$ cat config.mk
export PLATFORM = sky130hd
export DESIGN_NAME = zero_cross_freq_meter_flat
export DESIGN_NICKNAME = d
export VERILOG_FILES = /design/src/rtl/zero_cross_freq_meter_if.sv /design/src/rtl/zero_cross_freq_meter.sv /design/src/flat_wrapper.sv
export SDC_FILE = /design/constraint.sdc
export NUM_CORES = 1
export LEC_CHECK = 0
export BUFFER_PORTS_ARGS = -buffer_cell sky130_fd_sc_hd__buf_4
export CAP_MARGIN = 20
export CORE_ASPECT_RATIO = 1.75
export CORE_MARGIN = 10
export CORE_UTILIZATION = 55
export CTS_CLUSTER_DIAMETER = 200
export DETAILED_ROUTE_END_ITERATION = 8
export GPL_ROUTABILITY_DRIVEN = 1
export MAX_ROUTING_LAYER = met4
export PLACE_DENSITY = 0.81
export SYNTH_ARGS = -nofsm -noshare
export SYNTH_HDL_FRONTEND = slang
export SYNTH_SLANG_ARGS = --single-unit
$ cat constraint.sdc
create_clock -name clk -period 2.66 [get_ports clk]
set_input_delay 0.266 -clock clk [delete_from_list [all_inputs] [get_ports clk]]
set_output_delay 0.266 -clock clk [all_outputs]
set_load 0.01 [all_outputs]
$ cat src/rtl/zero_cross_freq_meter_if.sv
// Handshake between the zero-crossing frequency meter and the SAR divider.
// The meter is the master: it supplies the operands and the start/hold
// strobe, and the divider answers with ready and the quotient.
interface zero_cross_freq_meter_if #(
    parameter int BITS = 40
);
    logic [BITS-1:0] div_dividendo;
    logic [BITS-1:0] div_divisor;
    logic            div_reset;
    logic            div_ready;
    logic [BITS-1:0] div_result;

    modport master (
        output div_dividendo,
        output div_divisor,
        output div_reset,
        input  div_ready,
        input  div_result
    );

    modport slave (
        input  div_dividendo,
        input  div_divisor,
        input  div_reset,
        output div_ready,
        output div_result
    );
endinterface

$ cat src/rtl/zero_cross_freq_meter.sv
// Zero-crossing frequency meter.
// Detects rising zero crossings with hysteresis on a signed sample stream.
// It sums the clk cycles over N_PERIODS periods and hands that total to the
// divider as the divisor. The quotient is captured as a fixed-point
// frequency in Hz with FRAC_BITS fraction bits.
module zero_cross_freq_meter #(
    parameter int              BITS           = 40,
    parameter int              SAMPLE_W       = 16,
    parameter longint unsigned CLK_FREQ_HZ    = 64'd100_000_000,
    parameter int              N_PERIODS      = 4,
    parameter int              FRAC_BITS      = 8,
    parameter int              HYST           = 64,
    parameter int              TIMEOUT_CYCLES = 2_000_000
) (
    input  logic                       clk,
    input  logic                       reset,
    input  logic signed [SAMPLE_W-1:0] sample,
    input  logic                       sample_valid,
    zero_cross_freq_meter_if.master    div,
    output logic [BITS-1:0]            freq_out,
    output logic                       freq_valid,
    output logic                       no_signal,
    output logic                       overrun
);
    localparam int                          CYC_W         = $clog2(TIMEOUT_CYCLES + 1);
    localparam int                          NP_W          = $clog2(N_PERIODS + 1);
    localparam logic [63:0]                 DIVIDEND_BASE = CLK_FREQ_HZ * 64'(N_PERIODS);
    localparam logic [BITS-1:0]             DIVIDENDO     = BITS'(DIVIDEND_BASE << FRAC_BITS);
    localparam logic signed [SAMPLE_W-1:0]  ARM_LEVEL     = SAMPLE_W'(-HYST);
    localparam logic [CYC_W-1:0]            CYC_LIMIT     = CYC_W'(TIMEOUT_CYCLES);
    localparam logic [NP_W-1:0]             NP_LAST       = NP_W'(N_PERIODS - 1);

    typedef enum logic [1:0] {
        S_IDLE,
        S_LOAD,
        S_DIVIDE
    } state_e;

    // Detector and period-accumulation state.
    logic              armed_q, armed_d;
    logic              first_q, first_d;     // next crossing only restarts cyc
    logic              run_q, run_d;         // cyc is counting
    logic [CYC_W-1:0]  cyc_q, cyc_d;
    logic [BITS-1:0]   acc_q, acc_d;
    logic [NP_W-1:0]   np_q, np_d;
    logic              no_signal_q, no_signal_d;
    logic              overrun_q, overrun_d;

    // Per-cycle events.
    logic              crossing;
    logic              timeout;
    logic              counted;
    logic              snapshot;
    logic              div_done;
    logic [BITS-1:0]   acc_sum;

    // Divider-control FSM state and registered outputs.
    state_e            state_q;
    logic              load_cnt_q;           // second LOAD cycle
    logic              settle_q;             // first DIVIDE cycle, ready ignored
    logic              div_reset_q;
    logic              freq_valid_q;
    logic [BITS-1:0]   div_divisor_q;
    logic [BITS-1:0]   freq_out_q;

    // Crossing detection, period accumulation, timeout and status flags.
    always_comb begin
        crossing = sample_valid && armed_q && !sample[SAMPLE_W-1];
        timeout  = run_q && !crossing && (cyc_q == CYC_LIMIT);
        counted  = crossing && !first_q;
        snapshot = counted && (np_q == NP_LAST);
        acc_sum  = acc_q + BITS'(cyc_q);
        div_done = (state_q == S_DIVIDE) && !settle_q && div.div_ready;

        // NOTE: every always_comb output gets a default first, so no path leaves one unassigned and infers a latch.
        armed_d     = armed_q;
        first_d     = first_q;
        run_d       = run_q;
        cyc_d       = cyc_q;
        acc_d       = acc_q;
        np_d        = np_q;
        no_signal_d = no_signal_q;
        overrun_d   = overrun_q;

        if (sample_valid) begin
            if (sample <= ARM_LEVEL) begin
                armed_d = 1'b1;
            end else if (crossing) begin
                armed_d = 1'b0;
            end
        end

        // A crossing beats a coincident timeout.
        if (crossing) begin
            first_d = 1'b0;
            run_d   = 1'b1;
            cyc_d   = CYC_W'(1);
        end else if (timeout) begin
            first_d = 1'b1;
            run_d   = 1'b0;
            cyc_d   = '0;
            armed_d = 1'b0;
        end else if (run_q) begin
            cyc_d = cyc_q + 1'b1;
        end

        if (snapshot) begin
            acc_d = '0;
            np_d  = '0;
        end else if (counted) begin
            acc_d = acc_sum;
            np_d  = np_q + 1'b1;
        end else if (timeout) begin
            acc_d = '0;
            np_d  = '0;
        end

        if (timeout) begin
            no_signal_d = 1'b1;
        end else if (div_done) begin
            no_signal_d = 1'b0;
        end

        // A snapshot that arrives while the divider is busy is lost.
        if (snapshot && (state_q != S_IDLE)) begin
            overrun_d = 1'b1;
        end
    end

    // Detector, counter and status registers.
    always_ff @(posedge clk or negedge reset) begin
        if (!reset) begin
            armed_q     <= 1'b0;
            first_q     <= 1'b1;
            run_q       <= 1'b1;
            cyc_q       <= '0;
            acc_q       <= '0;
            np_q        <= '0;
            no_signal_q <= 1'b0;
            overrun_q   <= 1'b0;
        end else begin
            // NOTE: sequential state uses non-blocking assignments so every flop samples the pre-edge values.
            armed_q     <= armed_d;
            first_q     <= first_d;
            run_q       <= run_d;
            cyc_q       <= cyc_d;
            acc_q       <= acc_d;
            np_q        <= np_d;
            no_signal_q <= no_signal_d;
            overrun_q   <= overrun_d;
        end
    end

    // Divider sequencing: hold in reset, load operands for two cycles, release, capture the quotient.
    always_ff @(posedge clk or negedge reset) begin
        if (!reset) begin
            state_q       <= S_IDLE;
            load_cnt_q    <= 1'b0;
            settle_q      <= 1'b0;
            div_reset_q   <= 1'b1;
            freq_valid_q  <= 1'b0;
            div_divisor_q <= '0;
            freq_out_q    <= '0;
        end else begin
            freq_valid_q <= 1'b0;
            case (state_q)
                S_IDLE: begin
                    if (snapshot) begin
                        div_divisor_q <= acc_sum;
                        load_cnt_q    <= 1'b0;
                        state_q       <= S_LOAD;
                    end
                end
                S_LOAD: begin
                    if (load_cnt_q) begin
                        div_reset_q <= 1'b0;
                        settle_q    <= 1'b1;
                        state_q     <= S_DIVIDE;
                    end else begin
                        load_cnt_q <= 1'b1;
                    end
                end
                S_DIVIDE: begin
                    settle_q <= 1'b0;
                    if (div_done) begin
                        freq_out_q   <= div.div_result;
                        freq_valid_q <= 1'b1;
                        div_reset_q  <= 1'b1;
                        state_q      <= S_IDLE;
                    end
                end
                default: begin
                    state_q     <= S_IDLE;
                    div_reset_q <= 1'b1;
                end
            endcase
        end
    end

    assign div.div_dividendo = DIVIDENDO;
    assign div.div_divisor   = div_divisor_q;
    assign div.div_reset     = div_reset_q;
    assign freq_out          = freq_out_q;
    assign freq_valid        = freq_valid_q;
    assign no_signal         = no_signal_q;
    assign overrun           = overrun_q;
endmodule

$ cat src/flat_wrapper.sv
// flat-port wrapper written by rule: the top's interface ports become plain ports
module zero_cross_freq_meter_flat 
#(
    parameter int              BITS           = 40,
    parameter int              SAMPLE_W       = 16,
    parameter longint unsigned CLK_FREQ_HZ    = 64'd100_000_000,
    parameter int              N_PERIODS      = 4,
    parameter int              FRAC_BITS      = 8,
    parameter int              HYST           = 64,
    parameter int              TIMEOUT_CYCLES = 2_000_000
)
  (clk, reset, sample, sample_valid, freq_out, freq_valid, no_signal, overrun, div_div_dividendo, div_div_divisor, div_div_reset, div_div_ready, div_div_result);
  zero_cross_freq_meter_if #(.BITS(BITS)) div_i ();
  input  logic clk;
  input  logic reset;
  input  logic signed [SAMPLE_W-1:0] sample;
  input  logic sample_valid;
  output logic [BITS-1:0] freq_out;
  output logic freq_valid;
  output logic no_signal;
  output logic overrun;
  output wire logic [$bits(div_i.div_dividendo)-1:0] div_div_dividendo;
  output wire logic [$bits(div_i.div_divisor)-1:0] div_div_divisor;
  output wire logic [$bits(div_i.div_reset)-1:0] div_div_reset;
  input wire logic [$bits(div_i.div_ready)-1:0] div_div_ready;
  input wire logic [$bits(div_i.div_result)-1:0] div_div_result;
  assign div_div_dividendo = div_i.div_dividendo;
  assign div_div_divisor = div_i.div_divisor;
  assign div_div_reset = div_i.div_reset;
  assign div_i.div_ready = div_div_ready;
  assign div_i.div_result = div_div_result;
  zero_cross_freq_meter #(.BITS(BITS), .SAMPLE_W(SAMPLE_W), .CLK_FREQ_HZ(CLK_FREQ_HZ), .N_PERIODS(N_PERIODS), .FRAC_BITS(FRAC_BITS), .HYST(HYST), .TIMEOUT_CYCLES(TIMEOUT_CYCLES)) u_core (.clk(clk), .reset(reset), .sample(sample), .sample_valid(sample_valid), .div(div_i), .freq_out(freq_out), .freq_valid(freq_valid), .no_signal(no_signal), .overrun(overrun));
endmodule
# Yosys cells after proc, flatten, opt, wreduce, memory -nomap -nowiden
# Cells that the tools add are included.
# totals
ff_bits,155
input_bits,60
output_inout_bits,124
wordCells,87
# classes
add_sub_neg,3
n_lt_le_gt_ge,1
n_eq_ne,7
n_mux,33
n_bitwise,1
reduce_logical,27
# op_table
operator,n
$mux W40,3
$mux W21,3
$add A40 B21 Y40,1
$add A21 B1 Y21 const B,1
$eq A21 B21 Y1 const B,1
$mux W1,17
$le A16 B7 Y1 const B,1
$reduce_bool A2 Y1,5
$logic_and A1 B1 Y1,9
$mux W3,3
$reduce_and A2 Y1,4
$mux W2,3
$ne A2 B1 Y1 const B,3
$pmux W2 S3,1
$reduce_and A3 Y1,2
$reduce_bool A3 Y1,2
$logic_not A1 Y1,4
$pmux W1 S2,2
$add A3 B1 Y3 const B,1
$eq A3 B2 Y1 const B,1
$pmux W1 S3,1
$eq A2 B1 Y1 const B,1
$eq A2 B2 Y1 const B,1
$logic_not A2 Y1,1
$not A1 Y1,1

# Depth between registers and ports, before layout
# Gate-level depths: netlist of run 1.
# logic_depth
word_depth,8
ltp_mapped,10
mapped_depth_nobuf,10

# Least setup slack after synthesis of run 1
# Ideal clock, no wire load.
# synth_timing
path_kind,reg2reg
start,register u_core.cyc_q[0]
end,"register u_core.div_divisor_q[18], in the netlist u_core.div.div_divisor[18]"
setup_time_ps,125
t_arrival_ps,2339
t_required_ps,2535
slack_ps,196
path_stages_with_launch,11
cell_sequence,dfrtp_1 > ha_1 > inv_1 > fa_1 > nor2b_1 > o31a_1 > o21ai_1 > a311oi_1 > a221oi_1 > xnor2_1 > mux2_2
# synth_via
elab_chain_cells,1
# synth_rtl
element,line,text
from (decl),zero_cross_freq_meter.sv:43,"logic [CYC_W-1:0] cyc_q, cyc_d;"
from (signal assigned),zero_cross_freq_meter.sv:146,cyc_q <= cyc_d;
$add A40 B21 Y40,zero_cross_freq_meter.sv:72,acc_sum = acc_q + BITS'(cyc_q);
to (signal assigned),zero_cross_freq_meter.sv:169,div_divisor_q <= acc_sum;
to (decl),zero_cross_freq_meter.sv:63,logic [BITS-1:0] div_divisor_q;
# Every way passes these cells.
# A chain may end at the register's enable or synchronous reset.

# Final worst setup path of run 1
# layout_timing
start,register u_core.cyc_q[2]
end,"register u_core.div_divisor_q[16], in the netlist u_core.div.div_divisor[16]"
# The elaborated chain is that of the path after synthesis.

==> summary.txt, run 1 <==
Layout
  • Share of layout cells above drive strength 1: 0.294
  • Area Growth Syn to Fin: 25.1%
  • Nets@finish: 1048
  • Layout Cells excl Fill: 1155
  • Fill count: 1058
  • Ant diodes: 0

Drt
  • Via count: 6629
  • Avg WL per Cell: 18.4 um
  • TritonRoute pass-1 iters: 6
  • Number of remaining DRC errors: 0
  • Drt via density: 5.74
  • DRT antenna net count: 0
  • Final wirelength: 21300 um
  • Starting DRT DRC Count: 400

Die
  • Die Y: approximately 180 um
  • Ports: 184
  • Row count: 58
  • Die Width: about 110 um
  • Initial Util: 0.560
  • Die ar.: 0.0201 mm2
  • Core area: 0.0144 mm2

CTS
  • Clk root buf: clkbuf_16
  • CTS clk-pin slew, worst paths: 0.07 ns
  • CTS max path bufs: 2
  • CTS tree: yes
  • Number of clock sinks: 155
  • Clk_lat worst skew: 0.43 ns
  • Post-CTS Setup Repair Bufs: 0
  • TritonCTS buffer count: 17
  • H-tree Lvls: 4

Yosys
  • Avg Inst Size Synth: 10.2 um2
  • Synthesized instance count: between 700 and 800
  • Seq/Total Area, Yosys: 0.482
  • Post-synthesis async set-or-reset flop share: 1.00
  • Post-synth EDFFs: 0
  • Yosys warns: 0
  • Post-Syn Area: 0.00805 mm2
  • Cell variety after synth: 64
  • Synthesized flop and latch total: 155
  • Ys flop type: dfrtp_1

Run status
  • Outcome: finished clean

Pwr
  • PD cells: 853 mW/mm2
  • Static leakage: 5.01 nW
  • Pwr Total: 8.59 mW
  • VDD IR-drop max: 0.000488 V

Worst setup path
  • CP arrival: between 2 and 3 ns
  • WP buf/inv: 0
  • Family with the most delay on the worst path: compound AO/OA/AOI/OAI gates
  • R2r setup slk: 0.09 ns
  • Critical Path, Cell by Cell: ha_1 > nor2b_1 > o31a_1 > o21ai_1 > nand2_1 > a31oi_1 > xnor2_1 > mux2_2
  • CP max FO: 5
  • Critical path launch point type: flop
  • CP Data Required Time: 2.98 ns
  • Setup CP Type: flop to flop
  • Crit path capture type: flop
  • RR Endpoint: u_core.div.div_divisor[16]
  • Crit path from: u_core.cyc_q[2]
  • Worst path slowest cell: dfrtp_1
  • R2R cell count: 8
  • Worst R2R Start: u_core.cyc_q[2]
  • CP peak stage delay: 0.45 ns

Timing
  • Max-slew headroom: 0.488
  • Pins over their slew limit: 0
  • Slew @ Worst Pin: between 0.7 and 0.8 ns
  • Max Fclk: around 0.39 GHz
  • Setup ws final: between 0.09 and 0.1 ns
  • Min Tclk post-route: roughly 2.6 ns
  • Setup-failing EPs final: 0
  • Part of the cycle the worst path needs: 0.965
  • Clock Skews: 0.0120 ns
  • Final Hold Viols: 0
  • RSZ-0062 raised after global routing: yes

Worst hold path
  • End of the worst hold path: u_core.freq_out[7]
  • Worst hold stages: 2
  • Hold crit path type: primary input to flop
  • Hold Crit Start: div_div_result[7]

Placement
  • Final RePlAce weighted congestion: 0.933
  • # port buffers: 143
  • Placed instance count: 1122
  • Worst slack, placed: 0.0919 ns
  • Post-DP HPWL: 15900 um

GRT
  • Largest net degree at the start of global routing: 74
  • Grt ovf: 0
  • Number of global-route vias before repair: 7094
  • GRT Total Usage: 0.216
  • First-pass GRT wire length: 35000 um
  • Initial antenna violation count: 0

Job
  • Max Cap Violations: 0
==> worst reg2reg max path, delay by kind of cell (launching register included) <==
kind | cells | cell delay (ns)
DFF | 1 | 0.45
xor gates and xnor gates | 1 | 0.14
muxes | 1 | 0.27
adders and majority gates | 1 | 0.36
AOI/OAI and AO/OA | 3 | 0.91
and+or+nand+nor | 2 | 0.31
==> placed cells by master (no fill, tap or decap), types with 13 or more instances in the layout <==
cell,synthesis,routed
a21oi_1,34,34
dfrtp_1,152,152
nand2_1,110,110
clkbuf_16,0,17
buf_4,41,178
xor2_1,24,24
ha_1,25,22
mux2_2,47,47
o21ai_1,19,20
o21ai_0,31,30
nor2_1,46,46
inv_1,16,16
nand3_1,14,13
conb_1,2,40
a22o_1,21,21
xnor2_1,27,27
==> sequential cells by signal, indices dropped and copies added, names as in the netlist, 2 cells and up <==
signal                  flops
u_core.np_q                 3
u_core.div.div_divisor     40
u_core.cyc_q               21
u_core.state_q              2
u_core.acc_q               40
u_core.freq_out            40
==> cell usage after synthesis, types with 16 or more instances <==
cell      count  area share
nor2_1       46       0.021
xnor2_1      27       0.029
a21oi_1      34       0.021
buf_4        41       0.038
nand2_1     110       0.051
dfrtp_1     152        0.47
inv_1        16      0.0075
o21ai_1      19       0.012
xor2_1       24       0.026
clkbuf_1     22       0.010
mux2_2       47       0.066
o21ai_0      31       0.019
ha_1         25       0.039
a22o_1       21       0.023
==> cells by family after synthesis <==
| group | Yosys count | share of synthesized area |
|---|---|---|
| AND/OR/NAND/NOR | 242 | 0.140 |
| AO/OA/AOI/OAI | 180 | 0.150 |
| flip-flops | 155 | 0.482 |
| buffers and inverters | 86 | 0.0600 |
| XOR/XNOR | 51 | 0.0555 |
| multiplexers | 50 | 0.0695 |
| adder cells (fa/ha/maj) | 26 | 0.0413 |
| other | 2 | 0.000933 |
==> through the flow <==
step	hold slack, ns	util	TNS (ns)	area [um2]
after global placement	0.324	0.655	0	9420
after detailed placement	0.330	0.655	0	9420
after global routing	0.0592	0.701	-0.0186	10100
after CTS	0.0605	0.697	0	10000
final	0.0632	0.701	0	10100
after floorplan	-0.0296	-	0	8190
==> layer usage <==
metal / vias up / share of wire / wire, um / global-route usage
li1: 3060 / - / - / -
met5: - / 0 / 0 / -
met1: 3241 / 0.35 / 7540 / 0.211
met3: 70 / 0.051 / 1090 / 0.0430
met4: 0 / 0.039 / 822 / 0.109
met2: 258 / 0.56 / 11800 / 0.395
==> worst max path at each step <==
| stage | to | slack (ns) | cells past startpoint |
|---|---|---|---|
| 6_report | u_core.div.div_divisor[16] | 0.09 | 8 |
| 5_1_grt | u_core.acc_q[28] | -0.02 | 11 |
| 4_1_cts | u_core.div.div_divisor[18] | 0.03 | 10 |
| 3_5_place_dp | u_core.div.div_divisor[18] | 0.09 | 10 |
| 3_3_place_gp | u_core.div.div_divisor[18] | 0.15 | 10 |
| 2_1_floorplan | u_core.div.div_divisor[18] | 0.20 | 10 |
==> area by class of cell <==
cell class	count	area, um2	area share
timing repair buffer	183	1420	0.141
sequential	155	3880	0.386
clock inverter	15	169	0.0168
multi-input combinational	589	3890	0.386
clock buffer	17	425	0.0423
inverter	16	60.1	0.00596
tap	180	225	0.0224
==> repair_timing <==
item                       4_1_cts  5_1_grt
resized for setup                0       10
hold endpoints to repair        70        0
hold buffers                     1        0
setup endpoints to repair        0        7
==> where the power goes <==
part / internal, mW / switching, mW
clock network: 1.26 / 1.14
logic: 1.40 / 1.46
registers: 2.95 / 0.387
total: 5.61 / 2.99
Power figures use the tool's default switching activity.
==> inputs of run 2 (changes only) <==
--- a/config.mk
+++ b/config.mk
@@ -14,7 +14,7 @@
 export DETAILED_ROUTE_END_ITERATION = 8
 export GPL_ROUTABILITY_DRIVEN = 1
 export MAX_ROUTING_LAYER = met4
-export PLACE_DENSITY = 0.81
+export PLACE_DENSITY = 0.89
 export SYNTH_ARGS = -nofsm -noshare
 export SYNTH_HDL_FRONTEND = slang
 export SYNTH_SLANG_ARGS = --single-unit
==> summary.txt, run 2 (synthesis gave the netlist of run 1 again) <==
Run status
  • Outcome: finished clean

Layout
  • Area Growth Syn to Fin: 25.0% (about the same)
  • Share of layout cells above drive strength 1: 0.295 (+0.000302)
  • Fill count: 1040 (-1.7%)
  • Most common cell after layout, fill and taps aside: buf_4
  • Nets@finish: 1047 (-0.095%)
  • Most frequent cells in the layout: buf_4 (176), dfrtp_1 (152), nand2_1 (110)
  • Ant diodes: 0 (unchanged)
  • Layout Cells excl Fill: 1154 (-0.087%)
  • Post-route cell area: 0.0101 mm2 (about the same)

GRT
  • Met1 Track Usage GR: 0.217 (+0.00695)
  • Grt met2 use: 0.391 (-0.00377)
  • First-pass GRT wire length: 35100 um (+0.41%)
  • GRT Total Usage: 0.217 (+0.00102)
  • Number of global-route vias before repair: 6964 (-1.8%)
  • Initial antenna violation count: 0 (unchanged)
  • GR peak layer: met2
  • Grt ovf: 0 (unchanged)
  • Met3 usage: 0.0487 (+0.00567)
  • Largest net degree at the start of global routing: 59 (-20%)

Worst setup path
  • CP arrival: 2.92 ns (+0.04 ns)
  • CP Data Required Time: 3.01 ns (+0.03 ns)
  • Setup CP Type: flop to flop
  • Critical path launch point type: flop
  • Setup crit end: u_core.acc_q[34]
  • R2r setup slk: 0.09 ns (about the same)
  • RR Endpoint: u_core.acc_q[34]
  • CP max FO: 10 (+5)
  • Crit path capture type: flop
  • R2R cell count: 9 (+1)
  • Crit path from: u_core.cyc_q[2]
  • Worst R2R Start: u_core.cyc_q[2]

Placement
  • Placed instance count: 1121 (-0.089%)
  • Placed cell area: 0.00942 mm2 (about the same)
  • # port buffers: 143 (unchanged)
  • Post-DP HPWL: 15900 um (about the same)
  • Final RePlAce weighted congestion: 0.919 (-1.5%)

Drt
  • DRT antenna net count: 0 (unchanged)
  • Number of remaining DRC errors: 0 (unchanged)
  • Drt via density: 5.73 (-0.12%)
  • Via count: 6615 (-0.21%)
  • TritonRoute pass-1 iters: 5 (-1)
  • Avg WL per Cell: 18.8 um (+2.0%)
  • Final wirelength: 21700 um (+1.9%)
  • Starting DRT DRC Count: 546 (+37%)

Die
  • Die Width: 111 um (unchanged)
  • Core area: 0.0144 mm2 (unchanged)
  • Ports: 184 (unchanged)
  • Initial Util: 0.560 (unchanged)
  • Die ar.: 0.0201 mm2 (unchanged)
  • Row count: 58 (unchanged)
  • Die Y: 180 um (unchanged)

Worst hold path
  • Hold crit path type: primary input to flop
  • Hold Crit Start: div_div_result[5]

CTS
  • CTS clk-pin slew, worst paths: 0.08 ns (about the same)
  • Number of clock sinks: 155 (unchanged)
  • Post-CTS Setup Repair Bufs: 0 (unchanged)
  • Clk_lat worst skew: 0.44 ns (about the same)
  • Clk root buf: clkbuf_16
  • CTS max path bufs: 2 (unchanged)
  • TritonCTS buffer count: 17 (unchanged)
  • H-tree Lvls: 4 (unchanged)
  • CTS tree: yes

Pwr
  • Static leakage: 5.01 nW (about the same)
  • PD cells: 856 mW/mm2 (+0.26%)
  • VDD IR-drop max: 0.000426 V (-13%)

Timing
  • Final Hold Viols: 0 (unchanged)
  • Clock Skews: 0.0102 ns (-0.00181 ns)
  • Setup-failing EPs final: 0 (unchanged)
  • Max Fclk: 0.389 GHz (-0.28%)
  • Min Tclk post-route: 2.57 ns (+0.00721 ns)
  • Slew @ Worst Pin: 0.779 ns (+0.0109 ns)
  • Part of the cycle the worst path needs: 0.967 (+0.00271)
  • Max-slew headroom: 0.481 (-0.00724)
  • Pins over their slew limit: 0 (unchanged)
  • RSZ-0062 raised after global routing: yes

Job
  • Max Cap Violations: 0 (unchanged)
run 2: changes by cell type in the layout (fill, tap and decap cells not counted), sizes merged:
cell	previous run	this run
inv	23	26
clkinv	8	5
buf	182	181
run 2: through the flow:
stage	setup slack [ns]	setup TNS [ns]	power, mW	util	hold WS [ns]
2_1_floorplan	0.196	0	4.93	-	-0.0296
3_3_place_gp	0.127	0	6.03	0.656	0.233
3_5_place_dp	-0.0192	-0.0192	6.16	0.656	0.237
4_1_cts	0.0155	0	8.62	0.698	0.0548
5_1_grt	-0.0550	-0.0662	9.02	0.700	0.0552
6_report	0.0868	0	8.61	0.700	0.0637
run 2: power by group:
part           total (mW)  leakage (nW)  switching [mW]  internal (mW)
registers            3.35          2.08           0.398           2.95
clock network        2.43         0.291            1.16           1.27
logic                2.83          2.64            1.44           1.39
run 2: layer usage:
| layer | routed length (um) | part of all wire |
|---|---|---|
| met1 | 7820 | 0.36 |
| met2 | 11900 | 0.55 |
| met3 | 1200 | 0.055 |
| met4 | 806 | 0.037 |
| met5 | 0 | 0 |
run 2: how the worst min path moves through the flow:
stage	cells past startpoint	to
global route	2	u_core.freq_out[5]
CTS	2	u_core.freq_out[5]
global placement	1	u_core.freq_out[3]
detailed placement	1	u_core.freq_out[31]
finish	2	u_core.freq_out[5]
floorplan	0	u_core.acc_q[0]
run 2: timing repair:
item / CTS / global route
endpoints found under the hold margin: 48 / 0
resized for setup: 1 / 9
setup endpoints to repair: 1 / 16
pin swaps: 0 / 3
hold buffers: 1 / 0
run 2: cell type report:
type                            instances  area (um2)  area share
Multi-Input combinational cell        589        3880       0.386
Sequential cell                       155        3880       0.386
Clock inverter                         15         166      0.0165
Inverter                               16        60.1     0.00597
Tap cell                              180         225      0.0224
Clock buffer                           17         425      0.0423
Timing Repair Buffer                  182        1420       0.141
run 2: critical path: stages, from the launching register on:
cell and delay [ns]:
dfrtp_1 0.46, ha_1 0.36, nor2b_2 0.18, o31a_1 0.32
o21a_1 0.24, o311ai_4 0.32, buf_12 0.18, and2_4 0.17
o21ai_1 0.07, a31oi_1 0.20
==> inputs of run 3 (changes only) <==
--- a/config.mk
+++ b/config.mk
@@ -15,6 +15,8 @@
 export GPL_ROUTABILITY_DRIVEN = 1
 export MAX_ROUTING_LAYER = met4
 export PLACE_DENSITY = 0.89
+export SETUP_SLACK_MARGIN = 0.4
+export SLEW_MARGIN = 15
 export SYNTH_ARGS = -nofsm -noshare
 export SYNTH_HDL_FRONTEND = slang
 export SYNTH_SLANG_ARGS = --single-unit
==> summary.txt, run 3 (synthesis gave the netlist of run 1 again) <==
Run status
  • Outcome: complete, but fails checks
  • Failing checks: negative setup slack

Pwr
  • Static leakage: 5.44 nW (+8.5%)
  • VDD IR-drop max: 0.000690 V (+62%)
  • PD cells: 870 mW/mm2 (+1.7%)

Worst setup path
  • Setup CP Type: flop to flop
  • Worst path slowest cell: dfrtp_1
  • Critical Path, Cell by Cell: ha_4 > nand3_1 > nor3_2 > nand3_2 > a31oi_4 > buf_12 > o211ai_1 > or3_1 > o21ai_0
  • Family with the most delay on the worst path: simple AND/OR/NAND/NOR gates
  • Crit path capture type: flop
  • Critical path launch point type: flop
  • CP Data Required Time: 2.98 ns (-0.03 ns)
  • WP buf/inv: 1 (unchanged)
  • CP max FO: 9 (-1)
  • CP arrival: 3.27 ns (+0.35 ns)
  • CP peak stage delay: 0.49 ns (+0.03 ns)

CTS
  • CTS tree: yes
  • TritonCTS buffer count: 17 (unchanged)
  • Clk root buf: clkbuf_16
  • CTS clk-pin slew, worst paths: 0.07 ns (about the same)
  • H-tree Lvls: 4 (unchanged)
  • Clk_lat worst skew: 0.45 ns (about the same)
  • CTS max path bufs: 2 (unchanged)
  • Number of clock sinks: 155 (unchanged)

Drt
  • Avg WL per Cell: 26.7 um (+42%)
  • Final wirelength: 32600 um (+50%)
  • Number of remaining DRC errors: 0 (unchanged)
  • Via count: 8082 (+22%)
  • DRT antenna net count: 0 (unchanged)
  • TritonRoute pass-1 iters: 5 (unchanged)
  • Drt via density: 6.63 (+16%)
  • Starting DRT DRC Count: 1151 (+110%)

Placement
  • Post-DP HPWL: 15900 um (-0.31%)
  • Final RePlAce weighted congestion: 0.930 (+1.2%)
  • Placed cell area: 0.00938 mm2 (-0.42%)
  • # port buffers: 143 (unchanged)

Job
  • Max Cap Violations: 0 (unchanged)

Layout
  • Share of layout cells above drive strength 1: 0.431 (+0.137)
  • Most common cell after layout, fill and taps aside: buf_4
  • Nets@finish: 1112 (+6.2%)
  • Ant diodes: 0 (unchanged)
  • Final design utilization: 0.794 (+0.0939)
  • Fill count: 745 (-28%)
  • Area Growth Syn to Fin: 41.7%
  • Most frequent cells in the layout: buf_4 (224), dfrtp_1 (142), nand2_1 (108)
  • Post-route cell area: 0.0114 mm2 (+13%)

Timing
  • Setup-failing EPs final: 15 (+15)
  • Final hold slack: 0.0490 ns (-0.0147 ns)
  • Min Tclk post-route: 2.96 ns (+0.382 ns)
  • Pins over their slew limit: 0 (unchanged)
  • RSZ-0062 raised after global routing: yes
  • Setup ws final: -0.295 ns (-0.382 ns)
  • Slew @ Worst Pin: 0.751 ns (-0.0279 ns)
  • Clock Skews: 0.0154 ns (+0.00514 ns)
  • Max-slew headroom: 0.499 (+0.0186)
  • Part of the cycle the worst path needs: 1.11 (+0.144)
  • Final Hold Viols: 0 (unchanged)
  • Max Fclk: 0.338 GHz (-13%)
  • Setup_tns: -0.937 ns (-0.937 ns)

Worst hold path
  • Hold crit path type: primary input to flop

Die
  • Die Y: 180 um (unchanged)
  • Core area: 0.0144 mm2 (unchanged)
  • Initial Util: 0.560 (unchanged)
  • Die ar.: 0.0201 mm2 (unchanged)
  • Row count: 58 (unchanged)
  • Die Width: 111 um (unchanged)
  • Ports: 184 (unchanged)

GRT
  • Grt ovf: 0 (unchanged)
  • Met1 Track Usage GR: 0.255 (+0.0375)
  • GRT Total Usage: 0.251 (+0.0339)
  • GR peak layer: met2
  • Initial antenna violation count: 0 (unchanged)
  • Largest net degree at the start of global routing: 82 (+39%)
  • First-pass GRT wire length: 39900 um (+14%)
  • Grt met2 use: 0.433 (+0.0424)
  • Number of global-route vias before repair: 7503 (+7.7%)
  • Met3 usage: 0.0563 (+0.00767)
[run 3: worst paths after layout]
path / from / endpoint / slack [ns] / cells after the start
max: u_core.cyc_q[11] / u_core.acc_q[27] / -0.30 / 9
min: div_div_result[34] / u_core.freq_out[34] / 0.05 / 2
max reg2reg: u_core.cyc_q[11] / u_core.acc_q[27] / -0.30 / 9
min reg2reg: u_core.div.div_divisor[22] / u_core.div.div_divisor[22] / 0.48 / 2
max in group asynchronous: reset / u_core.np_q[0] / 1.41 / 3
min in group asynchronous: reset / u_core.freq_out[22] / 0.43 / 2
[run 3: timing repair]
item | CTS | global route
setup endpoints to repair | 66 | 97
pin swaps | 20 | 39
setup buffers | 16 | 51
endpoints found under the hold margin | 76 | 0
gates resized for setup | 58 | 110
hold buffers | 1 | 0
gates cloned | 1 | 5
[run 3: metal layers]
| metal | share of wire | vias up |
|---|---|---|
| li1 | - | 3189 |
| met1 | 0.33 | 3858 |
| met2 | 0.48 | 737 |
| met3 | 0.10 | 298 |
| met4 | 0.096 | 0 |
| met5 | 0 | - |
[run 3: power breakdown]
group          internal, mW  leakage, nW  switching, mW
clock                  1.26        0.288           1.21
sequential             2.95         2.06          0.538
combinational          1.95         3.09           2.01
total                  6.16         5.44           3.76
[run 3: final cells by class]
type,instances,area [um2],area share
multi-input cells,589,4610,0.404
flip-flops and latches,155,3890,0.341
repair buffers,247,2030,0.178
clock buffers,17,425,0.0373
well taps,180,225,0.0197
clock inverters,15,170,0.0149
inverters,16,60.1,0.00526
[run 3: metrics by stage]
step           setup slack (ns)  cells  total power [mW]
2_1_floorplan             0.317    830              4.94
3_3_place_gp              0.181   1113              6.02
3_5_place_dp             0.0971   1113              6.15
4_1_cts                   0.184   1163              8.91
5_1_grt                  -0.272   1219              10.2
6_report                 -0.295   1219              9.93
